[src/rtl/norm_pkg.sv]
// Shared floating-point normalization types and widths: mantissa/exponent sizes,
// the pipeline beat records, and the S2 shift/exponent-adjust function.
package norm_pkg;

  localparam int MANT_W = 16;
  localparam int EXP_W  = 8;
  localparam int LZ_W   = 4;

  typedef struct packed {
    logic              sign;
    logic [EXP_W-1:0]  exp;
    logic [MANT_W-1:0] mant;
    logic [LZ_W-1:0]   lz;
    logic              nz;
  } s1_beat_t;

  typedef struct packed {
    logic              sign;
    logic [EXP_W-1:0]  exp;
    logic [MANT_W-1:0] mant;
    logic              zero;
    logic              underflow;
  } s2_beat_t;

  // When the exponent cannot absorb the full shift, shift only by the exponent.
  // In that branch exp <= lz < 16, so its low LZ_W bits hold the whole amount.
  function automatic s2_beat_t normalize(input s1_beat_t b);
    s2_beat_t         r;
    logic [EXP_W-1:0] lz_ext;
    lz_ext      = {{(EXP_W-LZ_W){1'b0}}, b.lz};
    r.sign      = b.sign;
    r.exp       = '0;
    r.mant      = '0;
    r.zero      = ~b.nz;
    r.underflow = 1'b0;
    if (b.nz) begin
      if (b.exp > lz_ext) begin
        r.mant = b.mant << b.lz;
        r.exp  = b.exp - lz_ext;
      end else begin
        r.mant      = b.mant << b.exp[LZ_W-1:0];
        r.underflow = 1'b1;
      end
    end
    return r;
  endfunction

endpackage

[src/rtl/lzc_16.sv]
// 16-bit leading-zero counter: c = number of leading zeros, v = input nonzero.
// Binary search over halves; c is 15 for a zero input and is qualified by v.
module lzc_16
  import norm_pkg::*;
(
  input  logic [MANT_W-1:0] a,
  output logic [LZ_W-1:0]   c,
  output logic              v
);

  logic [7:0] half8;
  logic [3:0] half4;
  logic [1:0] half2;

  // NOTE: every output of a combinational block gets a value on every path,
  // otherwise synthesis infers a latch to remember the old one.
  always_comb begin
    v     = |a;
    c[3]  = ~|a[15:8];
    half8 = c[3] ? a[7:0] : a[15:8];
    c[2]  = ~|half8[7:4];
    half4 = c[2] ? half8[3:0] : half8[7:4];
    c[1]  = ~|half4[3:2];
    half2 = c[1] ? half4[1:0] : half4[3:2];
    c[0]  = ~half2[1];
  end

endmodule

[src/rtl/mant_norm_16.sv]
// Two-stage mantissa normalizer with valid/ready handshaking on both sides.
// S1 registers the input plus its leading-zero count; S2 shifts and adjusts the exponent.
module mant_norm_16
  import norm_pkg::*;
(
  input  logic              clk,
  input  logic              rst,
  input  logic              in_valid,
  output logic              in_ready,
  input  logic              in_sign,
  input  logic [EXP_W-1:0]  in_exp,
  input  logic [MANT_W-1:0] in_mant,
  output logic              out_valid,
  input  logic              out_ready,
  output logic              out_sign,
  output logic [EXP_W-1:0]  out_exp,
  output logic [MANT_W-1:0] out_mant,
  output logic              out_zero,
  output logic              out_underflow
);

  logic [LZ_W-1:0] lz;
  logic            nz;

  logic     s1_valid_q, s1_valid_d;
  logic     s2_valid_q, s2_valid_d;
  s1_beat_t s1_q, s1_d;
  s2_beat_t s2_q, s2_d;
  logic     s1_adv, s2_adv;

  lzc_16 u_lzc (
    .a (in_mant),
    .c (lz),
    .v (nz)
  );

  // A stage may load when it is empty or its contents move on this same edge.
  always_comb begin
    s2_adv     = ~s2_valid_q | out_ready;
    s1_adv     = ~s1_valid_q | s2_adv;
    s1_valid_d = s1_adv ? in_valid : s1_valid_q;
    s2_valid_d = s2_adv ? s1_valid_q : s2_valid_q;
    s1_d       = s1_q;
    s2_d       = s2_q;
    if (s1_adv && in_valid) begin
      s1_d.sign = in_sign;
      s1_d.exp  = in_exp;
      s1_d.mant = in_mant;
      s1_d.lz   = lz;
      s1_d.nz   = nz;
    end
    if (s2_adv && s1_valid_q) begin
      s2_d = normalize(s1_q);
    end
  end

  // NOTE: sequential state uses non-blocking assignments so every flop samples
  // pre-edge values regardless of statement order.
  always_ff @(posedge clk) begin
    if (rst) begin
      s1_valid_q <= 1'b0;
      s2_valid_q <= 1'b0;
    end else begin
      s1_valid_q <= s1_valid_d;
      s2_valid_q <= s2_valid_d;
    end
  end

  // NOTE: payload registers are deliberately left out of reset; they are only
  // observed while the matching valid is set.
  always_ff @(posedge clk) begin
    s1_q <= s1_d;
    s2_q <= s2_d;
  end

  assign in_ready      = s1_adv;
  assign out_valid     = s2_valid_q;
  assign out_sign      = s2_q.sign;
  assign out_exp       = s2_q.exp;
  assign out_mant      = s2_q.mant;
  assign out_zero      = s2_q.zero;
  assign out_underflow = s2_q.underflow;

  a_hold_on_stall: assert property (@(posedge clk) disable iff (rst)
    (out_valid && !out_ready) |=> (out_valid &&
      $stable({out_sign, out_exp, out_mant, out_zero, out_underflow})));

  a_flags_exclusive: assert property (@(posedge clk) disable iff (rst)
    out_valid |-> !(out_zero && out_underflow));

endmodule

[config.mk]
export PLATFORM = sky130hd
export DESIGN_NAME = mant_norm_16
export DESIGN_NICKNAME = d
export VERILOG_FILES = /design/src/rtl/norm_pkg.sv /design/src/rtl/lzc_16.sv /design/src/rtl/mant_norm_16.sv
export SDC_FILE = /design/constraint.sdc
export NUM_CORES = 1
export LEC_CHECK = 0
export CAP_MARGIN = 30
export CORE_ASPECT_RATIO = 1.75
export CORE_MARGIN = 5
export CORE_UTILIZATION = 34
export DETAILED_ROUTE_END_ITERATION = 8
export RECOVER_POWER = 100
export SLEW_MARGIN = 20
export SYNTH_ARGS = -nofsm -noshare
export SYNTH_HDL_FRONTEND = slang
export SYNTH_SLANG_ARGS = --single-unit
[constraint.sdc]
create_clock -name clk -period 3.9 [get_ports clk]
set_input_delay 0.78 -clock clk [delete_from_list [all_inputs] [get_ports clk]]
set_output_delay 0.78 -clock clk [all_outputs]
set_load 0.01 [all_outputs]
==> results.cfg <==
[final_layout]
finalNonFillerCells = 418
antenna-diode-count = 0
final_nets = 331
utilization_pct = 45.4
drive_above_1_share_pct = 7.31
syn_to_final_growth_pct = 32.0

[setup_path]
slowest_delay_ns = 0.62
critPathRequiredTime_ns = 3.12
cp_top_family = buffers and inverters
crit_buf_inv = 2
startpoint_type = primary input
crit_path_max_fanout = 4
cp-end-kind = primary output
crit_top_cell = dlygate4sd3_1
worstPathCellList = dlygate4sd3_1 > nor2b_1 > nand2_1 > dlygate4sd3_1
path_class = in -> out
cp_slowest_cell = dlygate4sd3_1
critPathArrivalTime_ns = 2.29

[floorplanning]
start_util_pct = 34.4
coreArea_um2 = 8560
die_h_um = 133
num_rows = 45
die_area_um2 = 10700
io-pin-count = 58
die_w_um = 80.3

[synth]
async_reset_ff_share_pct = 0
synthFlopType = edfxtp_1
synth_area_um2 = 2940
yosys_warnings = 0
synth_edf_count = 57
yosysTopAreaCellShare_pct = 58.2
syn_area_per_cell_um2 = 12.7
synth_most_common_cell = edfxtp_1
synth_top_area_cell = edfxtp_1
synth.distinct_cells = 51
ys_ff_latch = 59
syn_inst = 232
yosys-top-cells-count = edfxtp_1, mux2i_1, nor2_1
synth_area_leaders = edfxtp_1, mux2i_1, nor2_1
seq_area_frac_synth_pct = 59.5
synth_nets = 266

[placed_design]
dp.cells = 403
gp_congestion = 0.867
dp.final_hpwl_um = 4880
numPortBuffers = 57

[timing]
slew_headroom_pct = -1.63
period_share_pct = 78.7
whs_ns = 0.442
clock_skew_ns = 0.00506
tightest_slew_ns = 1.52
fmax_ghz = 0.326
maxSlewViolCount = 31
layout_min_cycle_time_ns = 3.07
hold_violations = 0
rsz0062_at_grt = no
setup_viol = 0
fin_setup_tns_ns = 0

[grt]
grt.overflow.total = 0
busiest_layer = met2
grt_max_degree = 31
grt_use_total_pct = 12.0
grt_pass1_vias = 2000
grt_pass1_wl_um = 9640
grtUsageMet2_pct = 21.8
antenna_found_initial = 0
grt_util_met1_pct = 12.0
grtUsageMet3_pct = 2.32

[pwr]
static-leakage-power_nw = 1.44
power.internal_mw = 1.35
seq_power_share_pct = 43.8
fin_total_pwr_mw = 1.75
peakVddDrop_v = 0.000217
combPwrFrac_pct = 15.2
swShare_pct = 22.6
switchingPower_mw = 0.395
cellPowerDensity_nw_per_um2 = 450
clockPowerShare_pct = 41.0

[clock_network]
cts_max_level = 3
worstSkewPairLatency_ns = 0.32
postCtsSetupBuffers = 0
cts_made_buffers = 9
ctsLongestPathBuffers = 2
clockRootBuffer = clkbuf_16
cts_tree = built
cts-hold-fix-buffers = 0
path_clk_slew_ns = 0.05
ctsResizeCount = 0
cts.sinks = 59

[routing]
vias = 2003
postRouteAntennaNets = 0
post-route-drc-count = 0
avgViaCountPerCell = 4.79
initialDrtViolationCount = 139
wl_per_cell_um = 14.3
drt-total-wl_um = 5990
drt_first_pass_iters = 4

[run_status]
violations = capacitance limit, slew limit
outcome = complete, but fails checks

[hold_path]
hold_class = reg -> reg

[run]
maxCapViolations = 1
-- kinds of logic after synthesis --
logic type      Yosys count  synth area share, %
mux                      31                 10.9
compound gates           39                 9.27
simple gates             79                 13.5
xor+xnor                  5                 1.49
fa+ha+maj                 5                 2.38
flops                    59                 59.5
buf+inv                  14                 2.93
-- through the flow --
stage / setup slack [ns] / area [µm²]
after floorplan: 1.08 / 2940
after global placement: 0.926 / 3630
after detailed placement: 0.885 / 3630
after CTS: 0.927 / 3910
after global routing: 0.612 / 3880
final: 0.832 / 3880
-- power groups by stage --
stage               clock, mW  combinational (mW)  sequential [mW]
finish                  0.716               0.265            0.765
global route            0.759               0.291            0.769
CTS                     0.731               0.284            0.766
detailed placement          0               0.283            0.778
global placement            0               0.282            0.777
floorplan                   0               0.174            0.785
-- cell type report --
type / count / area, µm²
Clock buffer: 11 / 233
Clock inverter: 4 / 42.5
Fill cell: 839 / 4670
Inverter: 7 / 26.3
Multi-Input combinational cell: 159 / 1090
Sequential cell: 59 / 1750
Tap cell: 117 / 146
Timing Repair Buffer: 61 / 593
-- flip-flops by register name, indices dropped and copies added (netlist names) --
signal	flops
s1_q	30
out_mant	16
out_exp	8
out_sign	1
out_underflow	1
out_valid	1
out_zero	1
s1_valid_q	1
-- worst paths after layout --
kind	start	slack (ns)	depth (start not counted)	end
max	out_ready	0.83	4	in_ready
min	s1_q[29]$_DFFE_PP_	0.44	0	out_sign$_DFFE_PP_
max reg2reg	s1_q[1]$_DFFE_PP_	0.88	9	out_mant[12]$_SDFFCE_PN0P_
min reg2reg	s1_q[29]$_DFFE_PP_	0.44	0	out_sign$_DFFE_PP_
-- cell usage in the layout, fill, tap and decap left out, types with 2 or more instances in the layout --
master,n
buf_4,2
clkinv_1,2
a21oi_1,10
clkbuf_1,4
nor3_1,9
o21a_1,2
clkbuf_16,9
nand2b_1,2
nor4_1,4
clkdlybuf4s50_1,2
nor2b_1,5
xnor2_1,4
or2_2,2
nor2_1,22
mux2i_1,29
nand3_1,3
dfxtp_1,2
a311oi_1,3
inv_1,7
a32oi_1,2
a22oi_1,3
ha_1,4
a221oi_1,2
edfxtp_1,57
and2_0,2
a21o_1,2
dlygate4sd3_1,55
nand2_1,20
or4_1,2
o21ai_0,6
-- metal layers --
metal | up-vias | part of all wire, %
li1 | 1012 | -
met1 | 926 | 36
met2 | 54 | 57
met3 | 11 | 3.9
met4 | 0 | 2.9
met5 | - | 0
Note: power is estimated with default switching activity, not from simulation.
